`src/rtl/uart_rx_os.sv`:
```
// rtl/uart_rx_os.sv - oversampling UART receiver with majority vote, break detect and FWFT receive FIFO
// Frames are sampled three times around each bit centre; results queue as {perr, ferr, data}.
module uart_rx_os #(
  parameter int OSR         = 16,
  parameter int FIFO_DEPTH  = 4,
  parameter int SYNC_STAGES = 2
) (
  input  logic       rx_clk,
  input  logic       rst_n,
  input  logic       rx_en,
  input  logic       rx,
  input  logic [3:0] length,
  input  logic       parity_en,
  input  logic       parity_type,
  input  logic       stop2,
  output logic [7:0] rd_data,
  output logic       rd_perr,
  output logic       rd_ferr,
  output logic       rd_valid,
  input  logic       rd_ready,
  output logic       overrun,
  input  logic       ovr_clr,
  output logic       break_det,
  output logic       busy
);
  localparam int CW = $clog2(OSR);
  localparam int AW = $clog2(FIFO_DEPTH);
  localparam logic [CW-1:0] C_S0   = CW'(OSR/2 - 1);
  localparam logic [CW-1:0] C_S1   = CW'(OSR/2);
  localparam logic [CW-1:0] C_VOTE = CW'(OSR/2 + 1);
  localparam logic [CW-1:0] C_LAST = CW'(OSR - 1);

  typedef enum logic [2:0] {
    S_IDLE, S_START, S_DATA, S_PARITY, S_STOP1, S_STOP2, S_PUSH, S_BREAK
  } state_t;

  state_t           r_state, w_next;
  logic [SYNC_STAGES-1:0] r_sync;
  logic [CW-1:0]    r_cnt;
  logic [2:0]       r_bitn, r_last, w_last;
  logic             r_par_en, r_par_type, r_stop2;
  logic [7:0]       r_data;
  logic             r_pbit, r_perr, r_ferr, r_s0, r_s1, r_break, r_ovr;
  logic             w_rx_s, w_maj, w_vote, w_end, w_exp_par, w_is_break;

  logic [9:0]       r_mem [FIFO_DEPTH];
  logic [AW:0]      r_wptr, r_rptr;
  logic [9:0]       w_head;
  logic             w_empty, w_full, w_pop, w_push, w_wr;

  assign w_rx_s     = r_sync[SYNC_STAGES-1];
  assign w_maj      = (r_s0 & r_s1) | (r_s0 & w_rx_s) | (r_s1 & w_rx_s);
  assign w_vote     = (r_cnt == C_VOTE);
  assign w_end      = (r_cnt == C_LAST);
  // Upper data bits stay 0, so the full-width reduction covers only the received bits.
  assign w_exp_par  = r_par_type ? ^r_data : ~^r_data;
  assign w_is_break = (r_data == 8'd0) && !r_pbit;

  always_comb begin
    w_last = 3'd7;
    case (length)
      4'd5:    w_last = 3'd4;
      4'd6:    w_last = 3'd5;
      4'd7:    w_last = 3'd6;
      default: w_last = 3'd7;
    endcase
  end

  always_comb begin
    w_next = r_state;
    case (r_state)
      S_IDLE:   if (rx_en && !w_rx_s) w_next = S_START;
      S_START:  if (w_vote && w_maj) w_next = S_IDLE;
                else if (w_end) w_next = S_DATA;
      S_DATA:   if (w_end && r_bitn == r_last) w_next = r_par_en ? S_PARITY : S_STOP1;
      S_PARITY: if (w_end) w_next = S_STOP1;
      S_STOP1:  if (w_vote && !w_maj && w_is_break) w_next = S_BREAK;
                else if (w_end) w_next = r_stop2 ? S_STOP2 : S_PUSH;
      S_STOP2:  if (w_end) w_next = S_PUSH;
      S_PUSH:   w_next = S_IDLE;
      S_BREAK:  if (w_rx_s) w_next = S_IDLE;
      default:  w_next = S_IDLE;
    endcase
  end

  always_ff @(posedge rx_clk or negedge rst_n) begin
    if (!rst_n) begin
      r_state    <= S_IDLE;
      r_sync     <= '1;
      r_cnt      <= '0;
      r_bitn     <= '0;
      r_last     <= 3'd7;
      r_par_en   <= 1'b0;
      r_par_type <= 1'b0;
      r_stop2    <= 1'b0;
      r_data     <= '0;
      r_pbit     <= 1'b0;
      r_perr     <= 1'b0;
      r_ferr     <= 1'b0;
      r_s0       <= 1'b1;
      r_s1       <= 1'b1;
      r_break    <= 1'b0;
    end else begin
      r_state <= w_next;
      r_sync  <= {r_sync[SYNC_STAGES-2:0], rx};
      if (r_state == S_IDLE || w_next == S_IDLE || w_end ||
          (r_state == S_STOP1 && w_next == S_BREAK))
        r_cnt <= '0;
      else
        r_cnt <= r_cnt + 1'b1;
      if (r_cnt == C_S0) r_s0 <= w_rx_s;
      if (r_cnt == C_S1) r_s1 <= w_rx_s;
      r_break <= (r_state == S_STOP1) && (w_next == S_BREAK);
      if (r_state == S_IDLE && w_next == S_START) begin
        r_last     <= w_last;
        r_par_en   <= parity_en;
        r_par_type <= parity_type;
        r_stop2    <= stop2;
        r_data     <= '0;
        r_bitn     <= '0;
        r_pbit     <= 1'b0;
        r_perr     <= 1'b0;
        r_ferr     <= 1'b0;
      end
      if (r_state == S_DATA) begin
        if (w_vote) r_data[r_bitn] <= w_maj;
        if (w_end)  r_bitn <= r_bitn + 1'b1;
      end
      if (r_state == S_PARITY && w_vote) begin
        r_pbit <= w_maj;
        r_perr <= (w_maj != w_exp_par);
      end
      if ((r_state == S_STOP1 || r_state == S_STOP2) && w_vote && !w_maj)
        r_ferr <= 1'b1;
    end
  end

  assign w_empty = (r_wptr == r_rptr);
  assign w_full  = (r_wptr[AW] != r_rptr[AW]) && (r_wptr[AW-1:0] == r_rptr[AW-1:0]);
  assign w_pop   = !w_empty && rd_ready;
  assign w_push  = (r_state == S_PUSH);
  assign w_wr    = w_push && (!w_full || w_pop);

  always_ff @(posedge rx_clk or negedge rst_n) begin
    if (!rst_n) begin
      r_wptr <= '0;
      r_rptr <= '0;
      r_ovr  <= 1'b0;
    end else begin
      if (w_wr)  r_wptr <= r_wptr + 1'b1;
      if (w_pop) r_rptr <= r_rptr + 1'b1;
      if (w_push && w_full && !w_pop) r_ovr <= 1'b1;
      else if (ovr_clr)               r_ovr <= 1'b0;
    end
  end

  always_ff @(posedge rx_clk) begin
    if (w_wr) r_mem[r_wptr[AW-1:0]] <= {r_perr, r_ferr, r_data};
  end

  assign w_head    = r_mem[r_rptr[AW-1:0]];
  assign rd_valid  = !w_empty;
  assign rd_data   = w_empty ? 8'd0 : w_head[7:0];
  assign rd_ferr   = w_empty ? 1'b0 : w_head[8];
  assign rd_perr   = w_empty ? 1'b0 : w_head[9];
  assign overrun   = r_ovr;
  assign break_det = r_break;
  assign busy      = (r_state != S_IDLE);
endmodule

```
`config.mk`:
```
export PLATFORM = sky130hd
export DESIGN_NAME = uart_rx_os
export DESIGN_NICKNAME = d
export VERILOG_FILES = /design/src/rtl/uart_rx_os.sv
export SDC_FILE = /design/constraint.sdc
export NUM_CORES = 1
export LEC_CHECK = 0
export ABC_CLOCK_PERIOD_IN_PS = 1700
export BUFFER_PORTS_ARGS = -buffer_cell sky130_fd_sc_hd__buf_2
export CAP_MARGIN = 30
export CORE_ASPECT_RATIO = 2
export CORE_UTILIZATION = 54
export DETAILED_ROUTE_END_ITERATION = 7
export HOLD_SLACK_MARGIN = 0.05
export PLACE_DENSITY = 0.83
export SLEW_MARGIN = 0
export SYNTH_ARGS = -nofsm -noshare
export SYNTH_HDL_FRONTEND = slang
export SYNTH_SLANG_ARGS = --single-unit
```
`constraint.sdc`:
```
create_clock -name rx_clk -period 1.7 [get_ports rx_clk]
set_input_delay 0.34 -clock rx_clk [delete_from_list [all_inputs] [get_ports rx_clk]]
set_output_delay 0.34 -clock rx_clk [all_outputs]
set_load 0.05 [all_outputs]
```
==> results.cfg, run 1 <==
[clock_network]
clockBufferDepth = 2
cts_tree = built
cts_made_buffers = 9
clkTransAtPathRegs_ns = 0.06
cts_root_buffer = clkbuf_16
htreeDepth = 3
postCtsHoldBufs = 0
insertion_delay_ns = 0.34
cts_sinks = 78

[placement]
post-place-ws_ns = -0.07291
hpwl_um = 5181
place_area_um2 = 4297
io_buffers = 26
routabilityCongestion = 0.8578

[timing]
setup_slack_ns = -0.3720
period_needed_ns = 2.072
finalMaxSlewViolations = 0
clock_skew_ns = 0.005936
grt_setup_unrepaired = yes
slew-limit-headroom_pct = 50.84
worst_pin_slew_ns = 0.7325
period_share_pct = 121.9
setup_viol = 59
hold_ws_ns = 0.05433
fmax_mhz = 482.6
hold_violations = 0

[cells_and_area]
antennaDiodeCount = 0
finish.instance_area_um2 = 5152
nNetsFinal = 399
syn_to_final_growth_pct = 40.45
layout-drive-gt1-share_pct = 47.35
final_core_util_pct = 78.44

[synthesis]
yosys_warnings = 0
synth_area_leaders = edfxtp_1, dfrtp_1, mux4_2, ha_1, dfstp_2
synth-edff-count = 40
synthMuxAreaShare_pct = 8.970
synthXorXnorAreaFrac_pct = 4.059
synth-compound-area-share_pct = 4.673
synth_top_family_by_area = simple AND/OR/NAND/NOR gates
ys_ff_latch = 78
synth_nets = 304
yosys.area_share.simple_pct = 15.69
ys_types = 52
synth-async-reset-ratio_pct = 48.72
synth_most_common_cell = edfxtp_1
synth_top_area_cell = edfxtp_1
yosys.area.top_type_share_pct = 32.74
synth_ff_type = edfxtp_1
synthCells = 278
syn_avg_cell_area_um2 = 13.20
yosysSeqAreaShare_pct = 58.87
synth_fa_ha_area_share_pct = 4.741
synth.cell_area_um2 = 3669
synthTopCellsByCount = edfxtp_1, dfrtp_1, nand2_1, inv_1, and2_1

[global_route]
grt_pass1_wl_um = 12600
grt-ovfl-total = 0
grt_antenna_before_repair = 0
grt_max_degree = 39
grt_pass1_vias = 2714
track_usage_pct = 24.76

[die]
start_util_pct = 55.85
num_io_pins = 27
die_width_um = 60.28
rows = 42
dieArea_um2 = 7147
die_h_um = 118.6
core_area_um2 = 6569

[setup_path]
start_kind = register
r2r_start = r_rptr[0]
r2r_slack_ns = -0.12
critical_path_required_ns = 1.36
r2r.worst_path.cells = 7
reg2reg_to = r_mem[1][0]
cp-end-kind = primary output
cp.arrival_ns = 1.73
critical_path_class = reg -> out
cp_max_fo = 12

[power]
vdd.ir_drop.worst_v = 0.0009863
powerDensity_nw_per_um2 = 1669
leakagePower_nw = 2.140
p_total_mw = 8.598

[route]
antenna_left = 0
wl_um = 8816
drc_errors = 0
drt-vias-per-instance = 5.764
dr.pass1.iters = 4
via_count = 2686
drtIter0Drc = 145
wl_per_cell_um = 18.92

[status]
violations = setup timing
status = complete, but fails checks

[flow_run]
max_cap_violations = 0

[min_path]
worstHoldPathType = in -> async
[final cells by class]
class	count	area, µm²
Clock buffer	10	229.0
Fill cell	357	1416
Timing Repair Buffer	90	824.5
Sequential cell	78	2165
Clock inverter	6	46.29
Inverter	19	71.32
Tap cell	88	110.1
Multi-Input combinational cell	175	1707
[worst max-delay path by stage]
stage	from	to	slack, ns	cells after the start
after floorplan	r_rptr[2]	rd_data[5]	-0.05	4
after global placement	r_state[2]	r_state[0]	-0.05	4
after detailed placement	r_rptr[0]	r_mem[0][1]	-0.07	5
after CTS	r_rptr[0]	rd_data[7]	-0.40	4
after global routing	r_rptr[0]	rd_data[0]	-0.43	6
final	r_rptr[0]	rd_data[0]	-0.37	6
[worst max-delay path, cell delays in order (launching register included)]
cell and delay [ns]:
dfrtp_2 0.44, clkbuf_16 0.18, xnor2_4 0.15, nand3b_1 0.13, buf_6 0.17, and2_4 0.16, buf_8 0.14
[report_power, final]
| group | internal, mW | switching, mW | total [mW] |
|---|---|---|---|
| clock | 0.995 | 0.763 | 1.76 |
| sequential | 2.35 | 0.316 | 2.66 |
| combinational | 2.10 | 2.07 | 4.18 |
| total | 5.45 | 3.15 | 8.60 |
[state kept, by name (all words and copies together) (netlist names)]
name        count
break_det       1
overrun         1
r_bitn          3
r_cnt           4
r_data          8
r_ferr          1
r_last          2
r_mem          40
r_par_en        1
r_par_type      1
r_pbit          1
r_perr          1
r_rptr          3
r_s0            1
r_s1            1
r_state         3
r_stop2         1
r_sync          2
r_wptr          3
[layer usage]
metal / vias to the layer above / part of all wire (%) / wire length, µm / global-route usage (%)
li1: 1206 / - / - / -
met1: 1360 / 32 / 2781 / 23.97
met2: 84 / 60 / 5310 / 44.44
met3: 36 / 3.2 / 278 / 4.923
met4: 0 / 5.1 / 446 / 15.26
met5: - / 0 / 0 / 0
[placed cells by master, fill, tap and decap left out, drive strengths merged, types with 7 or more instances in the layout]
master	netlist	layout
inv	19	20
ha	13	13
nand3	11	11
edfxtp	40	40
mux2i	7	7
and2	14	17
xnor2	11	11
clkbuf	4	11
dfrtp	32	32
buf	5	89
o21ai	9	9
nand2	27	27
mux4	10	10
[per-stage QoR]
step / TNS, ns / instances
floorplan: -0.3219 / 278
global placement: -1.657 / 428
detailed placement: -3.313 / 428
CTS: -4.949 / 455
global route: -10.89 / 466
finish: -8.394 / 466
[repair_timing]
action | in CTS | in global routing
gates cloned | 3 | 1
pin swaps | 12 | 21
endpoints found under the setup margin | 64 | 67
resized for setup | 53 | 43
setup buffers | 10 | 11
endpoints found under the hold margin | 0 | 0
[cell families after synthesis]
group | count (synthesis)
AND/OR/NAND/NOR | 95
multiplexers | 20
XOR/XNOR | 17
flip-flops | 78
buffers and inverters | 28
AO/OA/AOI/OAI | 26
adder cells (fa/ha/maj) | 14
(Power assumes the default switching activity.)
==> run 2, diff against run 1 <==
ABC_CLOCK_PERIOD_IN_PS = 2430   (was 1700)
CORE_UTILIZATION = 60   (was 54)
PLACE_DENSITY = 0.86   (was 0.83)
clock period = 2.43 ns   (was 1.7 ns; I/O delays follow)
==> results.cfg, run 2 (synthesized netlist as in run 1, its figures left out) <==
[die]
dieArea_um2 = 6450
core_area_um2 = 5956
num_io_pins = 27
die_width_um = 57.29
start_util_pct = 61.60
die_h_um = 112.6
rows = 40

[route]
via_count = 2285
drt-vias-per-instance = 6.013
wl_um = 6649
dr.pass1.iters = 5
wl_per_cell_um = 17.50
drtIter0Drc = 67
antenna_left = 0
drc_errors = 0

[global_route]
grt_antenna_before_repair = 0
grt_max_degree = 39
track_usage_pct = 22.99
grt_pass1_vias = 2323
grt_pass1_wl_um = 10860
grt-ovfl-total = 0

[clock_network]
insertion_delay_ns = 0.33
cts_sinks = 78
clockBufferDepth = 2
clkTransAtPathRegs_ns = 0.06
htreeDepth = 3
postCtsHoldBufs = 0
cts_tree = built
cts_made_buffers = 9
cts_root_buffer = clkbuf_16

[status]
status = completed

[placement]
routabilityCongestion = 0.9658
hpwl_um = 4676
io_buffers = 26
post-place-ws_ns = 0.2684

[timing]
period_share_pct = 96.19
setup_viol = 0
grt_setup_unrepaired = no
hold_violations = 0
worst_pin_slew_ns = 0.8344
clock_skew_ns = 0.005628
slew-limit-headroom_pct = 44.37
fmax_mhz = 427.8
finalMaxSlewViolations = 0
setup_tns_ns = 0
setup_slack_ns = 0.09251
period_needed_ns = 2.337

[setup_path]
cp-end-kind = primary output
start_kind = register
critical_path_required_ns = 1.94
path_buf_inv = 2
r2r_slack_ns = 0.38
cp.arrival_ns = 1.85
r2r.worst_path.cells = 5
critical_path_class = reg -> out
reg2reg_to = r_cnt[1]
cp_max_fo = 12
critical_path.slowest_cell = mux4_2
path_cells = buf_4, mux4_2, and2_1, buf_2
r2r_start = r_cnt[0]
cpPeakStageDelay_ns = 0.52
path_delay_family = multiplexers

[cells_and_area]
layout-drive-gt1-share_pct = 22.71
syn_to_final_growth_pct = 14.77
nNetsFinal = 338
largest_reg_flops = 40
antennaDiodeCount = 0
final_cell_mix = edfxtp_1, dfrtp_1, nand2_1, buf_2, inv_1
final_common_cell = edfxtp_1

[power]
powerDensity_nw_per_um2 = 1172
comb_power_share_pct = 32.7
leakagePower_nw = 1.758
p_clk_share_pct = 28.9
switching_power_mw = 1.757
seqPwrFrac_pct = 38.4
vdd.ir_drop.worst_v = 0.0009372
netSwitchingFraction_pct = 35.61
power.internal_mw = 3.177

[flow_run]
max_cap_violations = 0

[min_path]
worstHoldPathType = in -> async
-- run 2: cell types whose count changed in the layout (fill, tap and decap cells not counted), moves of 4 or more --
cell and change:
and2_1 +14, buf_4 -45, buf_6 -9, buf_2 +12, nor4_1 +4, buf_12 -4, dfrtp_2 -4, dfrtp_1 +4
and2_4 -17, buf_8 -11
-- run 2: stage by stage --
step | total power, mW | hold WS, ns | instance area, µm² | utilization [%] | instances
floorplan | 3.116 | 0.1904 | 3669 | - | 278
global placement | 3.428 | 0.3502 | 3876 | 65.08 | 363
detailed placement | 3.490 | 0.3491 | 3876 | 65.08 | 363
CTS | 4.925 | 0.2504 | 4202 | 70.55 | 379
global route | 5.154 | 0.2460 | 4210 | 70.69 | 380
finish | 4.934 | 0.2564 | 4210 | 70.69 | 380
-- run 2: worst max-delay path by stage --
stage	slack, ns	cells past startpoint	endpoint	startpoint
CTS	0.03	4	rd_data[4]	r_wptr[0]
floorplan	0.09	4	rd_data[0]	r_rptr[2]
finish	0.09	4	rd_data[0]	r_rptr[0]
global route	0.01	4	rd_data[4]	r_rptr[0]
detailed placement	0.27	5	r_cnt[1]	r_cnt[0]
global placement	0.37	5	r_cnt[1]	r_cnt[0]
-- run 2: cell type report --
type                       count  area [µm²]
sequential                    78        2160
fill                         398        1745
inverter                      19       71.32
tap                           63       78.83
clock buffer                  11       242.7
clock inverter                 5       82.58
timing repair buffer          32       175.2
multi-input combinational    172        1400
-- run 2: power by group through the flow --
stage               combinational [mW]  clock [mW]  sequential [mW]
CTS                               1.60        1.44             1.88
detailed placement                1.58           0             1.91
global route                      1.74        1.49             1.93
finish                            1.61        1.43             1.89
floorplan                         1.32           0             1.80
global placement                  1.54           0             1.89
-- run 2: worst reg2reg max path, stage by stage, from the launching register on --
cell and delay, ns:
dfrtp_1 0.42, ha_1 0.27, and3_1 0.28, a311oi_1 0.45, a2111oi_1 0.16, nor4b_1 0.34
-- run 2: routing by layer --
| metal | track usage (%) | routed length (µm) | vias up |
|---|---|---|---|
| met4 | 14.63 | 295 | 0 |
| met1 | 23.43 | 2372 | 1113 |
| met2 | 41.18 | 3792 | 67 |
| li1 | - | - | 1082 |
| met3 | 4.724 | 189 | 23 |
| met5 | 0 | 0 | - |
-- run 2: timing repair --
action                     CTS  global route
resized for setup            0             1
setup endpoints to repair    0            11
buffers inserted             0             1
==> run 3, diff against run 2 <==
CELL_PAD_IN_SITES_DETAIL_PLACEMENT = 0   (was default)
CELL_PAD_IN_SITES_GLOBAL_PLACEMENT = 2   (was default)
CORE_UTILIZATION = 45   (was 60)
PLACE_DENSITY = 0.91   (was 0.86)
==> results.cfg, run 3 (synthesized netlist as in run 1, its figures left out) <==
[timing]
hold_ws_ns = 0.1578
fmax_mhz = 429.8
hold_violations = 0
finalMaxSlewViolations = 0
period_share_pct = 95.74
grt_setup_unrepaired = no
slew-limit-headroom_pct = 28.07
setup_viol = 0
worst_pin_slew_ns = 1.052
setup_tns_ns = 0
clock_skew_ns = 0.005454
period_needed_ns = 2.327

[cells_and_area]
syn_to_final_growth_pct = 16.95
nNetsFinal = 344
antennaDiodeCount = 0
fin_cells = 419
final_core_util_pct = 54.41
layout-drive-gt1-share_pct = 23.84
largest_reg_flops = 40
final_common_cell = edfxtp_1
final_cell_mix = edfxtp_1, dfrtp_1, nand2_1, buf_2, inv_1

[die]
dieArea_um2 = 8539
start_util_pct = 46.52
core_area_um2 = 7885
num_io_pins = 27
die_h_um = 129.7
rows = 46
die_width_um = 65.85

[power]
powerDensity_nw_per_um2 = 1144
leakagePower_nw = 1.775
vdd.ir_drop.worst_v = 0.0005956

[route]
drtIter0Drc = 71
wl_per_cell_um = 16.65
drc_errors = 0
antenna_left = 0
wl_um = 6976
via_count = 2240
drt-vias-per-instance = 5.346
dr.pass1.iters = 4

[global_route]
grt_antenna_before_repair = 0
grt_pass1_wl_um = 11500
grt_max_degree = 26
grt_pass1_vias = 2258
track_usage_pct = 18.83
grt-ovfl-total = 0

[placement]
routabilityCongestion = 0.8696
hpwl_um = 5336
io_buffers = 26
placed_cells = 401

[clock_network]
cts_root_buffer = clkbuf_16
htreeDepth = 3
postCtsHoldBufs = 0
insertion_delay_ns = 0.33
cts_sinks = 78
clockBufferDepth = 2
clkTransAtPathRegs_ns = 0.06
cts_tree = built
cts_made_buffers = 9

[setup_path]
cp.arrival_ns = 1.84
critical_path_required_ns = 1.94
critical_path_class = reg -> out
start_kind = register
cp-end-kind = primary output
cp_max_fo = 11

[flow_run]
max_cap_violations = 0

[min_path]
worstHoldPathType = in -> async

[status]
status = completed
==> run 3: final timing paths <==
check | from | to | slack [ns] | depth (start not counted)
max reg2reg | r_cnt[0] | r_cnt[3] | 0.24 | 5
min | rst_n | r_bitn[0] | 0.16 | 1
min reg2reg | r_sync[0] | r_sync[1] | 0.36 | 0
min in group rx_clk | rx | r_sync[0] | 0.25 | 1
max in group asynchronous | rst_n | r_sync[1] | 1.65 | 2
max | r_rptr[0] | rd_data[4] | 0.10 | 4
==> run 3: what timing repair did <==
item | 4_1_cts | 5_1_grt
resized for setup | 0 | 1
setup endpoints to repair | 2 | 10
buffers inserted | 0 | 2
pin swaps | 1 | 1
==> run 3: metrics by stage <==
| stage | cell area, µm² | setup WS (ns) | power [mW] |
|---|---|---|---|
| after detailed placement | 3955 | 0.2594 | 3.516 |
| after global routing | 4290 | 0.02138 | 5.188 |
| final | 4290 | 0.1034 | 4.909 |
| after floorplan | 3669 | 0.08637 | 3.116 |
| after CTS | 4272 | 0.003338 | 4.921 |
| after global placement | 3955 | 0.3323 | 3.471 |
==> run 3: layer usage <==
layer  GRT usage [%]  wire length [µm]  vias up
met1           19.64              2533     1097
met4           10.49               205        0
met2           34.51              4114       36
met5               0                 0        -
met3           3.147               122       15
li1                -                 -     1092
==> run 3: worst max-delay path, cell delays in order (launching register included) <==
cell and delay [ns]:
dfrtp_1 0.40, buf_6 0.22, mux4_2 0.51, and2_1 0.17, buf_2 0.21
==> run 3: cell type report <==
class / count / area [µm²]
Sequential cell: 78 / 2160
Clock inverter: 5 / 83.83
Inverter: 19 / 71.32
Timing Repair Buffer: 38 / 224.0
Tap cell: 96 / 120.1
Multi-Input combinational cell: 172 / 1399
Fill cell: 658 / 3595
Clock buffer: 11 / 232.7
==> run 3: where the power goes <==
group          total (mW)  leakage (nW)  switching (mW)  internal (mW)
sequential           1.90         0.864           0.261           1.64
clock                1.39         0.146           0.493          0.901
combinational        1.62         0.765           0.984          0.634
total                4.91          1.77            1.74           3.17
